### src/rtl/alarm_pkg.sv
// Shared constants and state encoding for the alarm controller.
package alarm_pkg;

   localparam int unsigned TIME_W        = 32;
   localparam int unsigned HOURS_MSB     = 31;
   localparam int unsigned MINUTES_LSB   = 16;
   localparam int unsigned MIN_ONES_MSB  = 19;
   localparam int unsigned MIN_ONES_LSB  = 16;
   localparam int unsigned DIGIT_W       = 4;
   localparam int unsigned MIN_CNT_W     = 4;
   localparam int unsigned BEEP_CNT_W    = 22;

   localparam logic [DIGIT_W-1:0] INVALID_DIGIT = 4'hF;

   typedef enum logic [1:0] {
      ST_DISARMED = 2'd0,
      ST_ARMED    = 2'd1,
      ST_RINGING  = 2'd2,
      ST_SNOOZING = 2'd3
   } alarm_state_e;

endpackage

### src/rtl/alarm_beep_gen.sv
// Square-wave buzzer driver: starts high on ring entry, toggles every half period.
module alarm_beep_gen
   import alarm_pkg::*;
#(
   parameter int unsigned HALF_PERIOD = 2500000
) (
   input  logic clk,
   input  logic rst,
   input  logic en,
   input  logic start,
   output logic buzzer
);

   logic [BEEP_CNT_W-1:0] cnt_q;

   // Half-period counter and toggle; held cleared and silent while not enabled.
   always_ff @(posedge clk) begin
      if (rst || !en) begin
         cnt_q  <= '0;
         buzzer <= 1'b0;
      end else if (start) begin
         cnt_q  <= '0;
         buzzer <= 1'b1;
      end else if (cnt_q == BEEP_CNT_W'(HALF_PERIOD - 1)) begin
         cnt_q  <= '0;
         buzzer <= ~buzzer;
      end else begin
         cnt_q  <= cnt_q + BEEP_CNT_W'(1);
      end
   end

endmodule

### src/rtl/alarm_controller.sv
// Alarm decision logic: HH:MM/PM match, minute ticks, button edges and the
// arm/ring/snooze/dismiss state machine driving the buzzer and indicators.
module alarm_controller
   import alarm_pkg::*;
#(
   parameter int unsigned BEEP_HALF_PERIOD = 2500000,
   parameter int unsigned SNOOZE_MINUTES   = 9,
   parameter int unsigned RING_MINUTES     = 5
) (
   input  logic              i_Clk_5MHz,
   input  logic              i_Reset,
   input  logic [TIME_W-1:0] i_Current_Time,
   input  logic              i_Current_PM,
   input  logic [TIME_W-1:0] i_Alarm_Time,
   input  logic              i_Alarm_PM,
   input  logic              i_Alarm_Enable,
   input  logic              i_Snooze,
   input  logic              i_Dismiss,
   output logic              o_Buzzer,
   output logic              o_Ringing,
   output logic              o_Snoozing,
   output logic              o_Armed
);

   alarm_state_e         state_q, state_d;
   logic [MIN_CNT_W-1:0] ring_cnt_q, ring_cnt_d;
   logic [MIN_CNT_W-1:0] snooze_cnt_q, snooze_cnt_d;
   logic                 match_q;
   logic [DIGIT_W-1:0]   min_q;
   logic                 snooze_btn_q;
   logic                 dismiss_btn_q;

   logic                 match;
   logic                 trigger;
   logic                 tick;
   logic                 snooze_rise;
   logic                 dismiss_rise;
   logic [DIGIT_W-1:0]   min_field;
   logic                 beep_en;
   logic                 beep_start;
   logic                 unused_time_bits;

   // Seconds and fractions never take part in the decision.
   assign unused_time_bits = ^{i_Current_Time[MINUTES_LSB-1:0], i_Alarm_Time[MINUTES_LSB-1:0]};

   // Match on HH:MM and meridiem; trigger only on the first matching cycle.
   assign match   = (i_Current_Time[HOURS_MSB:MINUTES_LSB] == i_Alarm_Time[HOURS_MSB:MINUTES_LSB])
                 && (i_Current_PM == i_Alarm_PM);
   assign trigger = match && !match_q;

   // A change of the minutes ones digit marks a minute rollover.
   assign min_field = i_Current_Time[MIN_ONES_MSB:MIN_ONES_LSB];
   assign tick      = (min_q != INVALID_DIGIT) && (min_field != min_q);

   assign snooze_rise  = i_Snooze && !snooze_btn_q;
   assign dismiss_rise = i_Dismiss && !dismiss_btn_q;

   // History registers for match, minute digit and button edge detection.
   always_ff @(posedge i_Clk_5MHz) begin
      if (i_Reset) begin
         match_q       <= 1'b0;
         min_q         <= INVALID_DIGIT;
         snooze_btn_q  <= 1'b0;
         dismiss_btn_q <= 1'b0;
      end else begin
         match_q       <= match;
         min_q         <= min_field;
         snooze_btn_q  <= i_Snooze;
         dismiss_btn_q <= i_Dismiss;
      end
   end

   // Next state and minute counters; disable overrides everything.
   always_comb begin
      state_d      = state_q;
      ring_cnt_d   = ring_cnt_q;
      snooze_cnt_d = snooze_cnt_q;
      if (!i_Alarm_Enable) begin
         state_d      = ST_DISARMED;
         ring_cnt_d   = '0;
         snooze_cnt_d = '0;
      end else begin
         case (state_q)
            ST_DISARMED: state_d = ST_ARMED;
            ST_ARMED: begin
               if (trigger) begin
                  state_d    = ST_RINGING;
                  ring_cnt_d = MIN_CNT_W'(RING_MINUTES);
               end
            end
            ST_RINGING: begin
               if (dismiss_rise) begin
                  state_d    = ST_ARMED;
                  ring_cnt_d = '0;
               end else if (snooze_rise) begin
                  state_d      = ST_SNOOZING;
                  ring_cnt_d   = '0;
                  snooze_cnt_d = MIN_CNT_W'(SNOOZE_MINUTES);
               end else if (tick) begin
                  if (ring_cnt_q <= MIN_CNT_W'(1)) begin
                     state_d    = ST_ARMED;
                     ring_cnt_d = '0;
                  end else begin
                     ring_cnt_d = ring_cnt_q - MIN_CNT_W'(1);
                  end
               end
            end
            ST_SNOOZING: begin
               if (dismiss_rise) begin
                  state_d      = ST_ARMED;
                  snooze_cnt_d = '0;
               end else if (tick) begin
                  if (snooze_cnt_q <= MIN_CNT_W'(1)) begin
                     state_d      = ST_RINGING;
                     snooze_cnt_d = '0;
                     ring_cnt_d   = MIN_CNT_W'(RING_MINUTES);
                  end else begin
                     snooze_cnt_d = snooze_cnt_q - MIN_CNT_W'(1);
                  end
               end
            end
            default: state_d = ST_DISARMED;
         endcase
      end
   end

   // State register with registered state indicators.
   always_ff @(posedge i_Clk_5MHz) begin
      if (i_Reset) begin
         state_q      <= ST_DISARMED;
         ring_cnt_q   <= '0;
         snooze_cnt_q <= '0;
         o_Ringing    <= 1'b0;
         o_Snoozing   <= 1'b0;
         o_Armed      <= 1'b0;
      end else begin
         state_q      <= state_d;
         ring_cnt_q   <= ring_cnt_d;
         snooze_cnt_q <= snooze_cnt_d;
         o_Ringing    <= (state_d == ST_RINGING);
         o_Snoozing   <= (state_d == ST_SNOOZING);
         o_Armed      <= (state_d == ST_ARMED);
      end
   end

   // Buzzer restarts high on every entry into RINGING, including from snooze.
   assign beep_en    = (state_d == ST_RINGING);
   assign beep_start = beep_en && (state_q != ST_RINGING);

   alarm_beep_gen #(
      .HALF_PERIOD (BEEP_HALF_PERIOD)
   ) u_beep_gen (
      .clk    (i_Clk_5MHz),
      .rst    (i_Reset),
      .en     (beep_en),
      .start  (beep_start),
      .buzzer (o_Buzzer)
   );

endmodule

### config.mk
export PLATFORM = sky130hd
export DESIGN_NAME = alarm_controller
export DESIGN_NICKNAME = d
export VERILOG_FILES = /design/src/rtl/alarm_pkg.sv /design/src/rtl/alarm_beep_gen.sv /design/src/rtl/alarm_controller.sv
export SDC_FILE = /design/constraint.sdc
export NUM_CORES = 1
export LEC_CHECK = 0
export BUFFER_PORTS_ARGS = -buffer_cell sky130_fd_sc_hd__buf_2
export CAP_MARGIN = 10
export CORE_MARGIN = 5
export CORE_UTILIZATION = 55
export DETAILED_ROUTE_END_ITERATION = 16
export GPL_TIMING_DRIVEN = 0
export PLACE_DENSITY = 0.82
export SLEW_MARGIN = 20
export SYNTH_ARGS = -nofsm -noshare
export SYNTH_HDL_FRONTEND = slang
export SYNTH_HIERARCHICAL = 1
export SYNTH_SLANG_ARGS = --single-unit
### constraint.sdc
create_clock -name i_Clk_5MHz -period 8.3 [get_ports i_Clk_5MHz]
set_clock_uncertainty 0.15 [all_clocks]
set_input_delay 0.83 -clock i_Clk_5MHz [delete_from_list [all_inputs] [get_ports i_Clk_5MHz]]
set_output_delay 0.83 -clock i_Clk_5MHz [all_outputs]
set_load 0.1 [all_outputs]
==> results by group <==
Status
  – Status: complete, no violations

Yosys
  – Synth Instances: between 200 and 300
  – Mapped Area: 2390 sq um
  – Syn_area_per_cell: approximately 8.6 sq um
  – Distinct cells, synth: 50
  – Most used flip-flop cell after synthesis: dfxtp_1
  – Syn Nets: 358
  – Syn. warnings: 6
  – Asr flop ratio synth: 0%
  – Yosys reg bits: between 40 and 50
  – EDFF count, synth: 0
  – Seq/Total Area, Yosys: ~36%

Route
  – Initial DRC Count: 103
  – 1st-pass router iterations: 4
  – Detailed-route via count: 2094
  – Number of remaining DRC errors: 0
  – DRT Wirelength: just under 5 mm
  – Via density: 5.51
  – WL/cell: about 13 microns
  – Post-route ant nets: 0

CTS
  – Clk buf depth: 2
  – Post-CTS setup buffers: 0
  – TritonCTS buffer count: 5
  – CTS Sinks: 43
  – Worst skew pair latency: between 200 and 300 ps
  – CTS tree: done
  – Worst-path clk slew: around 80 ps
  – Resize count post-CTS: 0
  – Hold_buf cts: 0
  – H-tree depth: 2
  – Clk root buf: clkbuf_8

Floorplan
  – Die W: about 76 microns
  – Initial Utilization: between 50% and 60%
  – Die H: between 70 and 80 microns
  – Core Area: ~4300 sq um
  – Total I/O pin count: 75
  – # rows: 24
  – Die footprint: 5760 sq um

Timing
  – Fmax: roughly 0.30 GHz
  – Min cycle time layout: ~3300 ps
  – Setup violation total in the final timing report: 0
  – Setup TNS: 0 ps
  – Max-slew violations: 0
  – Worst Max-Slew Pin Slew: approximately 630 ps
  – Rel. slew slack: around 57%
  – Period utilization: between 40% and 50%
  – RSZ-0062 raised after global routing: no
  – Fin. Hold Viols: 0

Flow run
  – Max-Cap Viols: 0

GRT
  – GRT overflow: 0
  – Vias in the first global route: 2015
  – Largest net degree at the start of global routing: 14
  – First-pass GRT wire length: about 8.8 mm
  – GRT Total Usage: between 15 and 20%
  – Initial antenna violation count: 0

Placed design
  – Port Buffers: 42
  – Post-DP HPWL: around 3.7 mm
  – Placer congestion estimate: approximately 0.9

Power
  – Reg power frac: between 50% and 60%
  – Lkg Pwr: between 0.9 and 1 nW
  – Clk pwr share: 39.7%
  – Int Pwr: 0.000325 W
  – Sw frac: 22.3%
  – Logic pwr share: between 10 and 15%
  – VDD IR max: about 0.00012 V
  – Pwr/cell area: roughly 150 nW/um^2
  – Switch Pwr: between 0.00009 and 0.0001 W

Setup path
  – Slowest CP cell: a2111oi_0
  – Critical Path AT: 3350 ps
  – Crit-path cells: buf_2, xnor2_1, a41oi_2, a2111oi_0, o221a_2, o21a_1, nor3b_1, nor2_1, o21ai_0, clkbuf_1, nor2_1
  – CP Data Required Time: about 8300 ps
  – Most used cell, CP: nor2_1
  – CP startpoint kind: input port
  – Buffers & Inverters on Critical Path: 2
  – CP Capture Type: flop
  – Worst stage delay on the critical path: about 450 ps
  – Max FO, Critical Path: 10
  – Setup CP Type: in -> reg
  – Cell family with most CP delay: compound AO/OA/AOI/OAI gates

Finish
  – Core Util, Final: about two thirds
  – Fill count: 380
  – Antenna diode count: 0
  – Nets: around 410
  – Layout cells sized above 1: between 20% and 30%
  – P&R area growth vs syn: 16.4%

Hold path
  – Worst min-delay path class: reg -> reg
worst reg2reg max path: stages (launching register included):
cell and delay [ps]:
dfxtp_1 340, inv_1 90, ha_1 200, nor2_1 60, nor3_1 490, nand4_1 180
a311oi_1 290, a41oi_1 150, nor3b_1 310, nor2_1 80, o21ai_0 180, clkbuf_1 420
nor2_1 100
cell usage after synthesis (2+ instances only):
cell / count / area, sq um
clkbuf_1: 4 / 15.0
nor2_1: 32 / 120
a211oi_1: 2 / 15.0
a31oi_1: 3 / 18.8
and3_1: 3 / 18.8
or2_2: 4 / 25.0
nand4b_1: 2 / 17.5
ha_1: 9 / 113
nor3b_1: 3 / 22.5
nor4_2: 3 / 37.5
a21oi_1: 13 / 65.1
nand2_1: 16 / 60.1
nand3_1: 10 / 50.1
xnor2_1: 17 / 149
or3_1: 10 / 62.6
nand4_1: 5 / 31.3
o31ai_1: 3 / 22.5
nor2b_1: 5 / 31.3
o21a_1: 3 / 22.5
xor2_1: 18 / 158
dfxtp_1: 43 / 861
inv_1: 13 / 48.8
nor3_1: 7 / 35.0
nand2b_1: 4 / 25.0
nor4_1: 5 / 31.3
o21ai_0: 14 / 70.1
or4_1: 4 / 30.0
metal layers:
metal | vias to the layer above | wire length, microns | global-route usage [%]
li1 | 1084 | - | -
met1 | 936 | 2060 | 20.0
met2 | 62 | 2370 | 30.7
met3 | 12 | 333 | 5.81
met4 | 0 | 98 | 7.30
met5 | - | 0 | 0
per-stage QoR:
| step | setup WS (ps) | power, W | cell area [sq um] | instances | hold WS [ps] |
|---|---|---|---|---|---|
| global placement | 4750 | 0.000256 | 2660 | 372 | 308 |
| floorplan | 5270 | 0.000241 | 2390 | 278 | 291 |
| finish | 4970 | 0.000418 | 2780 | 380 | 325 |
| global route | 4590 | 0.000439 | 2780 | 380 | 356 |
| detailed placement | 4630 | 0.000257 | 2660 | 372 | 312 |
| CTS | 4940 | 0.000424 | 2780 | 380 | 327 |
registers in the layout, indices dropped and copies added (netlist names):
| name | flops |
|---|---|
| u_beep_gen/buzzer | 1 |
| dismiss_btn_q | 1 |
| o_Snoozing | 1 |
| snooze_btn_q | 1 |
| o_Armed | 1 |
| u_beep_gen/cnt_q | 22 |
| match_q | 1 |
| o_Ringing | 1 |
| min_q | 4 |
| state_q | 2 |
| ring_cnt_q | 4 |
| snooze_cnt_q | 4 |
path summary, 6_finish.rpt:
path,slack (ps),start,cells past startpoint,to
worst min register to register,320,snooze_cnt_q[1],2,snooze_cnt_q[1]
worst max register to register,5130,snooze_cnt_q[0],12,u_beep_gen/cnt_q[13]
worst max-delay path,4970,i_Current_Time[19],11,u_beep_gen/cnt_q[13]
worst min-delay path,320,snooze_cnt_q[1],2,snooze_cnt_q[1]
cell families after synthesis:
kind of cell | count (synthesis) | share of synthesized area [%]
compound gates | 48 | 14.0
mux | 1 | 0.419
simple gates | 122 | 28.7
xor+xnor | 35 | 12.8
flops | 43 | 36.0
fa+ha+maj | 9 | 4.71
buf+inv | 20 | 3.35
area by class of cell:
cell class,instances,area (sq um),area share (%)
multi-input combinational,215,1450,52.0
clock inverter,2,35.0,1.26
sequential,43,861,30.9
inverter,13,48.8,1.75
tap,52,65.1,2.34
clock buffer,6,82.6,2.97
timing repair buffer,42,210,7.56
buffer,7,31.3,1.12
power groups by stage:
stage / Sequential [W] / Combinational (W) / Clock [W]
floorplan: 0.000217 / 0.0000241 / 0
global placement: 0.000215 / 0.0000410 / 0
detailed placement: 0.000215 / 0.0000423 / 0
CTS: 0.000210 / 0.0000426 / 0.000172
global route: 0.000211 / 0.0000462 / 0.000182
finish: 0.000210 / 0.0000422 / 0.000166
placed cells by master, fill, tap and decap left out, types with 2 or more instances in the layout:
master    synthesis  layout
xor2_1           18      18
nor4_1            5       5
nor2b_1           5       5
nand2b_1          4       4
or4_1             4       4
a211oi_1          2       2
o31ai_1           3       3
nor4_2            3       3
or2_2             4       4
or3_1            10      10
buf_2             1      43
nand4_1           5       5
nand3_1          10      10
o21ai_0          14      14
nor3_1            7       7
o21a_1            3       3
a31oi_1           3       3
and3_1            3       3
clkbuf_1          4       4
nand4b_1          2       2
nor3b_1           3       3
nand2_1          16      16
xnor2_1          17      17
ha_1              9       9
dfxtp_1          43      43
a21oi_1          13      13
inv_1            13      13
clkbuf_8          0       6
nor2_1           32      32
No activity file was read; power rests on OpenSTA's default activity.
